File: src/rtl/qsfp_link_seq.sv
// Per-cage QSFP bring-up sequencer.
// Sequence: debounce module presence, pulse ResetL, wait for module init,
// reset the GT lanes, wait for byte alignment, then report link status.
// Any loss of presence or enable returns the sequencer to ABSENT.
module qsfp_link_seq #(
    parameter int unsigned DEBOUNCE_CYC  = 1250000,
    parameter int unsigned RESET_CYC     = 1250,
    parameter int unsigned INIT_CYC      = 250000000,
    parameter int unsigned GTRST_CYC     = 256,
    parameter int unsigned ALIGN_TIMEOUT = 1250000,
    parameter logic [3:0]  LANE_MASK     = 4'hF
) (
    input  logic       sysclk,
    input  logic       resetl,
    input  logic       enable,
    input  logic       lpmode_req,
    input  logic       modprsl,
    input  logic [3:0] rxbyteisaligned,
    output logic       qsfp_resetl,
    output logic       qsfp_lpmode,
    output logic       qsfp_modsel,
    output logic [3:0] soft_reset,
    output logic [3:0] gt_txusrrdy,
    output logic [3:0] gt_rxusrrdy,
    output logic [3:0] lane_up,
    output logic       link_up,
    output logic [2:0] state,
    output logic [7:0] retry_count
);

    typedef enum logic [2:0] {
        ST_ABSENT     = 3'd0,
        ST_DEBOUNCE   = 3'd1,
        ST_RESET      = 3'd2,
        ST_INIT_WAIT  = 3'd3,
        ST_GT_RESET   = 3'd4,
        ST_ALIGN_WAIT = 3'd5,
        ST_UP         = 3'd6
    } state_t;

    // Timer reload values: a state with duration N loads N-1 and exits at 0.
    localparam logic [31:0] DEB_LOAD   = 32'(DEBOUNCE_CYC) - 32'd1;
    localparam logic [31:0] RST_LOAD   = 32'(RESET_CYC) - 32'd1;
    localparam logic [31:0] INIT_LOAD  = 32'(INIT_CYC) - 32'd1;
    localparam logic [31:0] GTRST_LOAD = 32'(GTRST_CYC) - 32'd1;
    localparam logic [31:0] ALIGN_LOAD = 32'(ALIGN_TIMEOUT) - 32'd1;

    // ---------------------------------------------------------------
    // Synchronisers
    // ---------------------------------------------------------------
    logic       prs_meta_reg;
    logic       prs_s;
    logic [3:0] al_meta_reg;
    logic [3:0] al_s;

    // Two-flop synchroniser for ModPrsL; resets to "absent".
    always_ff @(posedge sysclk or negedge resetl) begin
        if (!resetl) begin
            prs_meta_reg <= 1'b1;
            prs_s        <= 1'b1;
        end else begin
            prs_meta_reg <= modprsl;
            prs_s        <= prs_meta_reg;
        end
    end

    genvar gi;
    generate
        for (gi = 0; gi < 4; gi++) begin : g_al_sync
            // Two-flop synchroniser for one lane's RX alignment flag.
            always_ff @(posedge sysclk or negedge resetl) begin
                if (!resetl) begin
                    al_meta_reg[gi] <= 1'b0;
                    al_s[gi]        <= 1'b0;
                end else begin
                    al_meta_reg[gi] <= rxbyteisaligned[gi];
                    al_s[gi]        <= al_meta_reg[gi];
                end
            end
        end
    endgenerate

    // ---------------------------------------------------------------
    // FSM
    // ---------------------------------------------------------------
    state_t      state_reg, state_next;
    logic [31:0] timer_reg, timer_next;
    logic [7:0]  retry_reg, retry_next;
    logic        retry_inc;
    logic        expired;
    logic        aligned;

    logic       qsfp_resetl_reg, qsfp_resetl_next;
    logic       qsfp_lpmode_reg, qsfp_lpmode_next;
    logic       qsfp_modsel_reg, qsfp_modsel_next;
    logic [3:0] soft_reset_reg, soft_reset_next;
    logic [3:0] usrrdy_reg, usrrdy_next;
    logic [3:0] lane_up_reg, lane_up_next;
    logic       link_up_reg, link_up_next;

    assign expired = (timer_reg == 32'd0);
    assign aligned = ((al_s & LANE_MASK) == LANE_MASK);

    // Next-state logic; loss of presence or enable overrides everything.
    always_comb begin
        state_next = state_reg;
        retry_inc  = 1'b0;
        if (prs_s || !enable) begin
            state_next = ST_ABSENT;
        end else begin
            case (state_reg)
                ST_ABSENT:     state_next = ST_DEBOUNCE;
                ST_DEBOUNCE:   if (expired) state_next = ST_RESET;
                ST_RESET:      if (expired) state_next = ST_INIT_WAIT;
                ST_INIT_WAIT:  if (expired) state_next = ST_GT_RESET;
                ST_GT_RESET:   if (expired) state_next = ST_ALIGN_WAIT;
                ST_ALIGN_WAIT: begin
                    // Alignment wins over a simultaneous timeout.
                    if (aligned) begin
                        state_next = ST_UP;
                    end else if (expired) begin
                        state_next = ST_GT_RESET;
                        retry_inc  = 1'b1;
                    end
                end
                ST_UP: begin
                    if (!aligned) begin
                        state_next = ST_GT_RESET;
                        retry_inc  = 1'b1;
                    end
                end
                default:       state_next = ST_ABSENT;
            endcase
        end
    end

    // Timer reload on state entry, otherwise count down to zero.
    always_comb begin
        timer_next = timer_reg;
        if (state_next != state_reg) begin
            case (state_next)
                ST_DEBOUNCE:   timer_next = DEB_LOAD;
                ST_RESET:      timer_next = RST_LOAD;
                ST_INIT_WAIT:  timer_next = INIT_LOAD;
                ST_GT_RESET:   timer_next = GTRST_LOAD;
                ST_ALIGN_WAIT: timer_next = ALIGN_LOAD;
                default:       timer_next = 32'd0;
            endcase
        end else if (!expired) begin
            timer_next = timer_reg - 32'd1;
        end
    end

    // Moore outputs decoded from the next state so they register alongside it.
    always_comb begin
        qsfp_resetl_next = 1'b0;
        qsfp_modsel_next = 1'b1;
        qsfp_lpmode_next = 1'b1;
        soft_reset_next  = 4'hF;
        usrrdy_next      = 4'h0;
        lane_up_next     = 4'h0;
        link_up_next     = 1'b0;
        retry_next       = retry_reg;
        case (state_next)
            ST_INIT_WAIT: begin
                qsfp_resetl_next = 1'b1;
                qsfp_modsel_next = 1'b0;
            end
            ST_GT_RESET: begin
                qsfp_resetl_next = 1'b1;
                qsfp_modsel_next = 1'b0;
                qsfp_lpmode_next = lpmode_req;
            end
            ST_ALIGN_WAIT: begin
                qsfp_resetl_next = 1'b1;
                qsfp_modsel_next = 1'b0;
                qsfp_lpmode_next = lpmode_req;
                soft_reset_next  = 4'h0;
                usrrdy_next      = 4'hF;
            end
            ST_UP: begin
                qsfp_resetl_next = 1'b1;
                qsfp_modsel_next = 1'b0;
                qsfp_lpmode_next = lpmode_req;
                soft_reset_next  = 4'h0;
                usrrdy_next      = 4'hF;
                lane_up_next     = al_s & LANE_MASK;
                link_up_next     = 1'b1;
            end
            default: ;
        endcase
        // Retry counter clears only when the module is gone; saturates at 255.
        if (state_next == ST_ABSENT) begin
            retry_next = 8'd0;
        end else if (retry_inc && (retry_reg != 8'hFF)) begin
            retry_next = retry_reg + 8'd1;
        end
    end

    // State, timer and registered outputs.
    always_ff @(posedge sysclk or negedge resetl) begin
        if (!resetl) begin
            state_reg       <= ST_ABSENT;
            timer_reg       <= 32'd0;
            retry_reg       <= 8'd0;
            qsfp_resetl_reg <= 1'b0;
            qsfp_lpmode_reg <= 1'b1;
            qsfp_modsel_reg <= 1'b1;
            soft_reset_reg  <= 4'hF;
            usrrdy_reg      <= 4'h0;
            lane_up_reg     <= 4'h0;
            link_up_reg     <= 1'b0;
        end else begin
            state_reg       <= state_next;
            timer_reg       <= timer_next;
            retry_reg       <= retry_next;
            qsfp_resetl_reg <= qsfp_resetl_next;
            qsfp_lpmode_reg <= qsfp_lpmode_next;
            qsfp_modsel_reg <= qsfp_modsel_next;
            soft_reset_reg  <= soft_reset_next;
            usrrdy_reg      <= usrrdy_next;
            lane_up_reg     <= lane_up_next;
            link_up_reg     <= link_up_next;
        end
    end

    assign qsfp_resetl = qsfp_resetl_reg;
    assign qsfp_lpmode = qsfp_lpmode_reg;
    assign qsfp_modsel = qsfp_modsel_reg;
    assign soft_reset  = soft_reset_reg;
    assign gt_txusrrdy = usrrdy_reg;
    assign gt_rxusrrdy = usrrdy_reg;
    assign lane_up     = lane_up_reg;
    assign link_up     = link_up_reg;
    assign state       = state_reg;
    assign retry_count = retry_reg;

endmodule

File: config.mk
export PLATFORM = sky130hd
export DESIGN_NAME = qsfp_link_seq
export DESIGN_NICKNAME = d
export VERILOG_FILES = /design/src/rtl/qsfp_link_seq.sv
export SDC_FILE = /design/constraint.sdc
export NUM_CORES = 1
export LEC_CHECK = 0
export CORE_MARGIN = 2
export CORE_UTILIZATION = 45
export CTS_BUF_LIST = sky130_fd_sc_hd__clkbuf_8
export CTS_CLUSTER_DIAMETER = 60
export CTS_CLUSTER_SIZE = 16
export DETAILED_ROUTE_END_ITERATION = 8
export PLACE_DENSITY = 0.67
export SYNTH_ARGS = -nofsm -noshare
export SYNTH_HDL_FRONTEND = slang
export SYNTH_SLANG_ARGS = --single-unit
export TNS_END_PERCENT = 30
File: constraint.sdc
create_clock -name sysclk -period 3.5 [get_ports sysclk]
set_clock_uncertainty 0.15 [all_clocks]
set_input_delay 0.35 -clock sysclk [delete_from_list [all_inputs] [get_ports sysclk]]
set_output_delay 0.35 -clock sysclk [all_outputs]
set_load 0.05 [all_outputs]
==> metrics.yaml <==
status:
  status: "finished, final reports clean"
floorplanning:
  core_um2: 7250
  initial_core_util_pct: 46.5
  die_area_um2: 8200
  die_w_um: 90.5
  rows: 31
  die_y_um: 90.5
  ioPinCount: 40
setup_path:
  cp-end-kind: "register"
  crit_start: "timer_reg[0]"
  worst_setup_path_start_kind: "register"
  cp.required_ps: 3580
  crit_type: "register to register"
  path_max_fanout: 17
  r2r_start: "timer_reg[0]"
  arrival_ps: 3270
power_and_ir_drop:
  peakVddDrop_mv: 0.212
  leakage_nw: 1.60
  power_density_nw_per_um2: 425
clock_tree:
  postCtsSetupRepairBufs: 0
  cts_tree: "done"
  clk_latency_ps: 350
  cts_buffers: 9
  clk_transition_reported_paths_ps: 80
  h-tree-depth: 3
  clock-root-buffer: "clkbuf_8"
  cts.path.max_buffers: 2
  cts_sinks: 63
routing:
  vias_per_cell: 5.50
  wl_per_cell_um: 15.1
  antenna_left: 0
  first_iter_violations: 164
  num_vias: 2699
  drc: 0
  drt_pre_antenna_iters: 4
  drt-total-wl_um: 7430
timing:
  setup_viol: 0
  fin_setup_tns_ps: 0
  worst_slack_ps: 306
  hold_violations: 0
  slew_violations: 0
  max_freq_mhz: 313
  worst_pin_slew_ps: 857
  finalCriticalPeriod_ps: 3190
  rsz0062_at_grt: "no"
  min_period_over_period_pct: 91.3
  slew_headroom_pct: 42.9
synth:
  synth_ff_type: "dfrtp_1"
  syn_area_per_cell_um2: 9.63
  yosysWarnings: 0
  synth_area_um2: 3370
  syn-instance-count: 350
  ys_ff_latch: 63
  synth_nets: 361
  ys_seq_area_share_pct: 47.0
  synth.distinct_cells: 55
  synth_edf_count: 0
  synthArstFlopShare_pct: 100
final_layout:
  finish.utilization_pct: 55.7
  final_area_um2: 4040
  nFillCells: 666
  diodes: 0
  largest_reg_flops: 32
  layout-drive-gt1-share_pct: 12.5
  fin_nets: 398
  syn_to_final_growth_pct: 19.9
global_routing:
  first_global_vias: 2686
  top_usage_layer: "met2"
  grt_use_total_pct: 19.2
  grt_max_degree: 41
  grt_pass1_wl_um: 12800
  grt_use_met1_pct: 25.7
  met3_usage_pct: 4.67
  grt_antenna_before_repair: 0
  global_route.usage.met2_pct: 30.7
  grt_overflow: 0
job:
  cap_viol_max_count: 0
placement:
  dp_slack_ps: 278
  finalWeightedCongestion: 0.818
  post_dp_cell_area_um2: 3830
  numPortBuffers: 39
  dp_hpwl_um: 5300
worst_hold_path:
  min_from: "prs_meta_reg"
  min_path_type: "register to register"
-- through the flow --
stage	instances	hold WS [ps]	power, mW
2_1_floorplan	350	-95.6	1.00
3_3_place_gp	474	185	1.07
3_5_place_dp	474	185	1.08
4_1_cts	491	203	1.72
5_1_grt	491	207	1.79
6_report	491	199	1.72
-- final timing paths --
kind,endpoint,slack [ps],cells after the start
max in group asynchronous,timer_reg[6],1860,3
max,retry_count[5],310,9
min,prs_s,200,0
min reg2reg,prs_s,200,0
max reg2reg,retry_count[5],310,9
min in group asynchronous,lane_up[0],490,2
-- per-layer routing --
layer  vias up  wire length (um)  part of all wire [%]
met5         -                 0                     0
met4         0               116                   1.6
met3        12               343                   4.6
met2        69              3530                    48
met1      1319              3440                    46
li1       1299                 -                     -
-- cell families (layout without fill, tap and decap cells) --
kind of cell	after synthesis	after routing	synth area share [%]
fa+ha+maj	3	3	1.04
xor+xnor	35	35	9.09
compound gates	63	63	12.6
flops	63	63	47.0
buf+inv	37	79	5.83
mux	2	2	0.594
simple gates	147	147	23.9
-- report_power, final --
group          switching [mW]  total, mW  internal [mW]
Sequential             0.0614      0.838          0.776
Clock                   0.317      0.653          0.336
Combinational           0.123      0.227          0.104
-- timing repair --
item,in CTS,in global routing
hold endpoints to repair,18,0
hold buffers,1,0
resized for setup,0,1
endpoints found under the setup margin,0,1
-- layout by cell type (no fill, tap or decap), drive strengths merged, types with 9 or more instances in the layout --
| cell type | count |
|---|---|
| nand2 | 25 |
| buf | 16 |
| nand3 | 14 |
| dfrtp | 58 |
| nor4 | 11 |
| a21oi | 22 |
| clkdlybuf4s50 | 38 |
| xnor2 | 19 |
| nor3 | 13 |
| nor2 | 45 |
| xor2 | 16 |
| nand4 | 9 |
| clkbuf | 9 |
| inv | 9 |
| o21ai | 12 |
-- cell type report --
class                   instances  area, um2  area share (%)
well taps                      99        124            3.07
inverters                       8       30.0           0.743
clock inverters                 7       80.1            1.98
clock buffers                   9        124            3.07
flip-flops and latches         63       1580            39.2
multi-input cells             250       1590            39.4
repair buffers                 55        508            12.6
-- cell usage after synthesis (all sizes together) (2+ instances only) --
cell,instances,share of area [%]
and2,4,0.74
dfrtp,58,43
nor2,45,5.0
and3,5,0.93
nor4,11,3.9
nor3b,2,0.45
nor3,13,2.2
clkbuf,13,1.4
o21a,2,0.45
nor2b,3,0.56
xor2,16,4.2
mux2i,2,0.59
nand2,25,2.8
o21ai,12,1.8
xnor2,19,4.9
o31a,3,0.78
a32oi,2,0.52
a21o,2,0.45
a211oi,2,0.45
o21bai,2,0.45
a221oi,2,0.52
and4,2,0.52
a22oi,3,0.67
a31oi,2,0.37
nand2b,4,0.74
buf,16,3.5
inv,7,0.78
dfstp,5,3.9
ha,2,0.74
or4,2,0.45
or3,4,0.74
nand4,9,1.7
nand3,14,2.2
a21oi,22,3.3
-- critical path: stages, from the launching register on --
cell and delay (ps):
dfrtp_1 420, inv_1 100, ha_1 200, nor2b_1 240, nand4_1 220, or3_1 690, a2111oi_4 640, nand4_1 180
xor2_1 170, nor2_1 60
No activity file was read; power rests on OpenSTA's default activity.
